==> config.mk <==
export PLATFORM = sky130hd
export DESIGN_NAME = lcd_seg_streamer
export DESIGN_NICKNAME = d
export VERILOG_FILES = /design/src/rtl/lcd_seg_streamer.sv
export SDC_FILE = /design/constraint.sdc
export NUM_CORES = 1
export LEC_CHECK = 0
export CAP_MARGIN = 20
export CORE_UTILIZATION = 45
export CTS_BUF_LIST = sky130_fd_sc_hd__clkbuf_2
export DETAILED_ROUTE_END_ITERATION = 10
export HOLD_SLACK_MARGIN = 0.12
export PLACE_DENSITY_LB_ADDON = 0.1
export SLEW_MARGIN = 10
export SYNTH_ARGS = -nofsm -noshare
export SYNTH_HDL_FRONTEND = slang
export SYNTH_SLANG_ARGS = --single-unit
==> constraint.sdc <==
create_clock -name clk -period 4.2 [get_ports clk]
set_input_delay 0.84 -clock clk [delete_from_list [all_inputs] [get_ports clk]]
set_output_delay 0.84 -clock clk [all_outputs]
set_load 0.01 [all_outputs]
==> src/rtl/lcd_seg_streamer.sv <==
// Streams a snapshot of NUM_DIGITS 7-segment patterns as character codes over a
// valid/ready handshake, with optional leading-zero suppression.
module lcd_seg_streamer #(
  parameter int unsigned NUM_DIGITS = 4,
  parameter logic [7:0]  BLANK_CHAR = 8'h20
) (
  input  logic                    clk,
  input  logic                    rst_n,
  input  logic [7*NUM_DIGITS-1:0] seg_in,
  input  logic                    zero_blank,
  input  logic                    start,
  output logic [7:0]              char_out,
  output logic [3:0]              char_pos,
  output logic                    char_valid,
  input  logic                    char_ready,
  output logic                    busy,
  output logic                    done,
  output logic                    invalid
);

  localparam int unsigned SEG_W    = 7 * NUM_DIGITS;
  localparam logic [3:0]  LAST_POS = 4'(NUM_DIGITS - 1);
  localparam logic [6:0]  ZERO_PAT = 7'b1111110;

  typedef enum logic [1:0] {S_IDLE, S_SEND, S_DONE} state_t;

  state_t           r_state, w_state_n;
  logic [SEG_W-1:0] r_seg, w_seg_n;
  logic             r_zb, w_zb_n;
  logic             r_lead, w_lead_n;
  logic [3:0]       r_pos, w_pos_n;
  logic [7:0]       r_char, w_char_n;
  logic             r_valid, w_valid_n;
  logic             r_busy, w_busy_n;
  logic             r_done, w_done_n;
  logic             r_invalid, w_invalid_n;
  logic [9:0]       w_cur;
  logic             w_lead_after;
  logic [6:0]       w_dig [16];

  // Result: {undecodable, keeps leading-zero run alive, character code}
  function automatic logic [9:0] decode(input logic [6:0] seg);
    case (seg)
      7'b1111110: decode = {2'b01, 8'h30};
      7'b0110000: decode = {2'b00, 8'h31};
      7'b1101101: decode = {2'b00, 8'h32};
      7'b1111001: decode = {2'b00, 8'h33};
      7'b0110011: decode = {2'b00, 8'h34};
      7'b1011011: decode = {2'b00, 8'h35};
      7'b1011111: decode = {2'b00, 8'h36};
      7'b1110000: decode = {2'b00, 8'h37};
      7'b1111111: decode = {2'b00, 8'h38};
      7'b1111011: decode = {2'b00, 8'h39};
      7'b0000001: decode = {2'b00, 8'h2D};
      7'b0000000: decode = {2'b01, BLANK_CHAR};
      default:    decode = {2'b11, BLANK_CHAR};
    endcase
  endfunction

  function automatic logic [7:0] shown(input logic [6:0] seg, input logic zb,
                                       input logic lead, input logic last);
    logic [9:0] d;
    d = decode(seg);
    if (zb && lead && !last && (seg == ZERO_PAT)) shown = BLANK_CHAR;
    else                                          shown = d[7:0];
  endfunction

  // Fixed 16-entry view so a 4-bit position indexes it exactly
  for (genvar g = 0; g < 16; g++) begin : g_dig
    if (g < NUM_DIGITS) begin : g_used
      assign w_dig[g] = r_seg[7*g +: 7];
    end else begin : g_unused
      assign w_dig[g] = 7'd0;
    end
  end

  always_ff @(posedge clk or negedge rst_n) begin
    if (!rst_n) begin
      r_state   <= S_IDLE;
      r_seg     <= '0;
      r_zb      <= 1'b0;
      r_lead    <= 1'b0;
      r_pos     <= 4'd0;
      r_char    <= 8'h00;
      r_valid   <= 1'b0;
      r_busy    <= 1'b0;
      r_done    <= 1'b0;
      r_invalid <= 1'b0;
    end else begin
      r_state   <= w_state_n;
      r_seg     <= w_seg_n;
      r_zb      <= w_zb_n;
      r_lead    <= w_lead_n;
      r_pos     <= w_pos_n;
      r_char    <= w_char_n;
      r_valid   <= w_valid_n;
      r_busy    <= w_busy_n;
      r_done    <= w_done_n;
      r_invalid <= w_invalid_n;
    end
  end

  always_comb begin
    w_state_n    = r_state;
    w_seg_n      = r_seg;
    w_zb_n       = r_zb;
    w_lead_n     = r_lead;
    w_pos_n      = r_pos;
    w_char_n     = r_char;
    w_valid_n    = r_valid;
    w_busy_n     = r_busy;
    w_done_n     = 1'b0;
    w_invalid_n  = r_invalid;
    w_cur        = decode(w_dig[r_pos]);
    w_lead_after = r_lead & w_cur[8];
    case (r_state)
      S_IDLE: begin
        w_valid_n = 1'b0;
        w_busy_n  = 1'b0;
        if (start) begin
          w_state_n   = S_SEND;
          w_seg_n     = seg_in;
          w_zb_n      = zero_blank;
          w_lead_n    = 1'b1;
          w_pos_n     = 4'd0;
          w_char_n    = shown(seg_in[6:0], zero_blank, 1'b1, LAST_POS == 4'd0);
          w_valid_n   = 1'b1;
          w_busy_n    = 1'b1;
          w_invalid_n = 1'b0;
        end
      end
      S_SEND: begin
        if (char_ready) begin
          w_invalid_n = r_invalid | w_cur[9];
          w_lead_n    = w_lead_after;
          if (r_pos == LAST_POS) begin
            w_state_n = S_DONE;
            w_valid_n = 1'b0;
            w_done_n  = 1'b1;
          end else begin
            w_pos_n  = r_pos + 4'd1;
            w_char_n = shown(w_dig[r_pos + 4'd1], r_zb, w_lead_after,
                             (r_pos + 4'd1) == LAST_POS);
          end
        end
      end
      S_DONE: begin
        w_state_n = S_IDLE;
        w_valid_n = 1'b0;
        w_busy_n  = 1'b0;
      end
      default: begin
        w_state_n = S_IDLE;
        w_valid_n = 1'b0;
        w_busy_n  = 1'b0;
      end
    endcase
  end

  assign char_out   = r_char;
  assign char_pos   = r_pos;
  assign char_valid = r_valid;
  assign busy       = r_busy;
  assign done       = r_done;
  assign invalid    = r_invalid;

endmodule
==> Yosys cells after proc, flatten, opt, wreduce, memory -nomap -nowiden <==
Index checks and enable logic that the tools add are counted.
{ "op_classes": {"n_addsub": 1, "order_cmp": 2, "eq_ne": 40, "mux": 37, "bitwise_logic": 4, "n_reduce_logical": 15} }
{ "op_table": {"columns": ["op", "n"], "rows": [
  ["equality test 7 bit (second input constant)", 24],
  ["case mux 10 bit (12 select lines)", 1],
  ["case mux 5 bit (12 select lines)", 2],
  ["binary-select mux 7 bit (select 4 bit)", 2],
  ["equality test 7 x 6 -> 1 bit (second input constant)", 6],
  ["two-way mux 8 bit", 5],
  ["two-way mux 7 bit", 4],
  ["equality test 7 x 1 -> 1 bit (second input constant)", 3],
  ["zero test 7 bit", 3],
  ["case mux 8 bit (2 select lines)", 1],
  ["two-way mux 4 bit", 3],
  [">= comparator 5 bit (second input constant)", 2],
  ["two-way mux 1 bit", 10],
  ["NOT 4 -> 5 bit", 2],
  ["equality test 4 x 2 -> 1 bit (second input constant)", 2],
  ["inequality test 2 bit (second input constant)", 4],
  ["case mux 1 bit (2 select lines)", 4],
  ["case mux 4 bit (2 select lines)", 1],
  ["two-way mux 2 bit", 3],
  ["AND reduction 3 bit", 2],
  ["adder 4 x 1 -> 4 bit (second input constant)", 1],
  ["logical AND 1 bit", 4],
  ["case mux 2 bit (2 select lines)", 1],
  ["AND reduction 2 bit", 2],
  ["7 further kinds", 7]
]} }
{ "totals": {"register_bits": 48, "wordCells": 109} }

==> Depth between registers and ports, before layout <==
{ "logic_depth": {"ltp_word": 14, "depth_mapped": 12, "depth_no_buf": 9} }

==> Worst setup path after synthesis <==
OpenSTA, ideal clock, no wires.
{ "synth_path": {"kind": "reg2reg", "start": "register r_pos[0], in the netlist char_pos[0]", "end": "register r_char[0], in the netlist char_out[0]", "arrival_ps": 2845, "path_slack_ps": 1278, "path_stages_with_launch": 13, "cell_sequence": "dfrtp_1 > buf_6 > buf_2 > inv_1 > ha_1 > clkbuf_1 > mux4_2 > nand4b_4 > or4_4 > o41ai_2 > nand3b_1 > a22oi_1 > o21ai_1"} }
{ "synth_via": {"elab_chain_cells": 14, "word_cells_on_any_way": 48, "cone_classes": "add/sub: 1; eq/ne: 25; mux: 12; bitwise: 3; reduce/logical: 7"} }
{ "synth_lines": {"columns": ["item", "line_no", "text"], "rows": [
  ["from (decl)", "31", "logic [3:0] r_pos, w_pos_n;"],
  ["from (signal assigned)", "94", "r_pos <= w_pos_n;"],
  ["parallel branches: the longest is 14 deep, another holds adder 4 x 1 -> 4 bit", null, null],
  ["to (signal assigned)", "95", "r_char <= w_char_n;"],
  ["to (decl)", "32", "logic [7:0] r_char, w_char_n;"]
]} }
Parallel ways; which one is timed is not known. The select of a mux whose other input is x is not followed.
A chain may end at the register's enable or synchronous reset.

==> Final worst setup path <==
{ "layout_path": {"start": "register r_pos[1], in the netlist char_pos[1]", "end": "register r_char[0], in the netlist char_out[0]"} }
The elaborated chain is that of the path after synthesis.

==> results_dict.tcl <==
set metrics [dict create \
    port_buffers 46 \
    cp_num_buf_inv 0 \
    ys_ff_latch 46 \
    die_area_mm2 0.00653 \
    drv_slew 0 \
    drt_iter0_markers 110 \
    clkLatencyLatePin_ns 0.41 \
    wirelength_um 6150 \
    cts_root_buf "clkbuf_2" \
    synth_cell_types 50 \
    grt_max_degree 47 \
    worst_slack_ns 1.25 \
    p_per_area_mw_per_mm2 700 \
    dpl.cell_count 367 \
    postRouteAntennaNets 0 \
    timing.final.crit_period_ns 2.95 \
    first_pass_iters 4 \
    coreArea_mm2 0.00596 \
    path_class "register to register" \
    slowest_stage "dfrtp_1" \
    relSlewSlack 0.579 \
    finalSetupViolCount 0 \
    place_ws_ns 1.29 \
    yosysTopAreaCell "dfrtp_1" \
    crit_chain "ha_1 > mux4_2 > nor4_1 > nor2_1 > o41ai_2 > nand3b_1 > a22oi_1 > o21ai_1" \
    htreeDepth 2 \
    syn_area_mm2 0.00280 \
    cts-hold-fix-buffers 0 \
    start_kind "register" \
    final_nets 335 \
    cpLargestDelayFamily "simple AND/OR/NAND/NOR gates" \
    synth_area_per_cell_um2 10.9 \
    synth_ff_type "dfrtp_1" \
    tns_ns 0 \
    hold_class "input port to async pin" \
    worst_ep_arrival_time_ns 3.31 \
    synth_edf_count 0 \
    dp_hpwl_um 4610 \
    clockBufferDepth 2 \
    cts_setup_buffers 0 \
    grt_antenna_before_repair 0 \
    drive_above_1_share 0.216 \
    syn_inst 256 \
    synthTopCellsByArea "dfrtp_1 (41%), mux2_2 (12%), mux4_2 (11%)" \
    n_fill_cell 538 \
    end_kind "register" \
    rsz0062_at_grt "no" \
    synthDominantCellAreaShare 0.412 \
    hold_viol_final 0 \
    die_height_um 80.8 \
    ys_seq_area_frac 0.412 \
    power_leakage_uw 0.00131 \
    skew_ns 0.0106 \
    cap_viol_max_count 0 \
    finalNonFillerCells 376 \
    cts_buffers 5 \
    grt_pass1_wl_um 10300 \
    fmax_mhz 339 \
    via_per_inst 5.93 \
    post-route-drc-count 0 \
    grt_pass1_vias 2048 \
    path_clk_slew_ns 0.22 \
    tightest_slew_ns 0.631 \
    cts_resized 0 \
    grt_overflow 0 \
    grt.total_usage 0.210 \
    status "complete, no violations" \
    pin_count 49 \
    place.gp.congestion 0.899 \
    critical_path_required_ns 4.56 \
    final_core_util 0.565 \
    start_util 0.469 \
    dpl_cell_area_mm2 0.00330 \
    cts_sinks 46 \
    rows 28 \
    yosysWarnings 0 \
    cts_tree "done" \
    yosysMostFrequentCell "dfrtp_1" \
    final_cell_area_mm2 0.00336 \
    critPathMaxStageDelay_ns 0.66 \
    async_reset_ff_frac 1.00 \
    ir_worst_vdd_mv 0.321 \
    synthTopCellsByCount "dfrtp_1 (46), mux2_2 (30), nand2_1 (20)" \
    routed-via-count 2229 \
    drt-wirelength-per-cell_um 16.3 \
    dieWidth_um 80.8 \
    cp_max_fo 14 \
    areaGrowthSynthToFinish_pct 20.3 \
    timing.final.crit_share 0.702 \
    n_antenna_cell 0 \
]
## per-stage QoR
stage,hold WS [ns],total power (µW)
global placement,0.448,2160
global route,0.200,2540
detailed placement,0.465,2180
finish,0.232,2350
CTS,0.512,2370
floorplan,0.481,1810
## worst reg2reg max path, cell delays in order, from the launching register on
cell,delay (ns)
dfrtp_1,0.66
ha_1,0.60
mux4_2,0.45
nor4_1,0.44
nor2_1,0.12
o41ai_2,0.25
nand3b_1,0.15
a22oi_1,0.08
o21ai_1,0.14
## worst paths after layout
kind | slack (ns) | start | endpoint | cells after the start
worst min register to register | 0.51 | char_out[3] | char_out[3] | 2
min in group clk | 0.51 | char_out[3] | char_out[3] | 2
max in group asynchronous | 3.51 | rst_n | r_seg[3] | 2
worst max register to register | 1.25 | char_pos[1] | char_out[0] | 8
worst min-delay path | 0.23 | rst_n | char_out[2] | 1
worst max-delay path | 1.25 | char_pos[1] | char_out[0] | 8
## where the power goes
group / internal [µW] / switching, µW
Clock: 44.0 / 142
Combinational: 673 / 676
Sequential: 636 / 184
Total: 1350 / 1000
## final cells by class
type | count | area, µm² | share of cell area
Tap cell | 75 | 93.8 | 0.0279
Timing Repair Buffer | 50 | 498 | 0.148
Clock inverter | 2 | 13.8 | 0.00409
Inverter | 6 | 22.5 | 0.00670
Sequential cell | 46 | 1150 | 0.342
Clock buffer | 6 | 30.0 | 0.00893
Multi-Input combinational cell | 191 | 1550 | 0.462
## cells by family after synthesis
family / count (synthesis) / share of synthesized area
multiplexers: 44 / 0.234
adder cells (fa/ha/maj): 2 / 0.00895
buffers and inverters: 20 / 0.0354
flip-flops: 46 / 0.412
XOR/XNOR: 2 / 0.00627
AND/OR/NAND/NOR: 91 / 0.176
other: 1 / 0.00134
AO/OA/AOI/OAI: 50 / 0.126
## flip-flops by register name (all words and copies together) (netlist names)
register and flops:
r_zb 1, busy 1, done 1, char_out 6, r_state 2, char_pos 4
char_valid 1, invalid 1, r_seg 28, r_lead 1
## layout by cell type, fill, tap and decap left out, types with 2 or more instances in the layout
| cell | n |
|---|---|
| a21o_1 | 2 |
| a21oi_1 | 11 |
| a22oi_1 | 3 |
| a31oi_1 | 3 |
| and2_1 | 2 |
| and3_1 | 2 |
| buf_4 | 3 |
| clkbuf_2 | 6 |
| clkdlybuf4s50_1 | 45 |
| conb_1 | 2 |
| dfrtp_1 | 46 |
| ha_1 | 2 |
| inv_1 | 6 |
| mux2_2 | 30 |
| mux4_2 | 14 |
| nand2_1 | 20 |
| nand2b_1 | 4 |
| nand3_1 | 10 |
| nand3b_1 | 5 |
| nand4_1 | 6 |
| nor2_1 | 15 |
| nor2b_1 | 3 |
| nor3_1 | 11 |
| nor3b_1 | 2 |
| nor4_1 | 3 |
| o211ai_1 | 2 |
| o21a_1 | 3 |
| o21ai_0 | 8 |
| o21ai_1 | 3 |
| o22ai_1 | 2 |
| o31ai_1 | 2 |
| or4_1 | 2 |
| xnor2_1 | 2 |
## per-layer routing
layer  wire length (µm)  GRT usage  vias to the layer above
met4                 72     0.0714                        0
met2               2990      0.346                       54
li1                   -          -                     1060
met1               2880      0.277                     1109
met5                  0          0                        -
met3                212     0.0393                        6
Power figures use the tool's default switching activity.
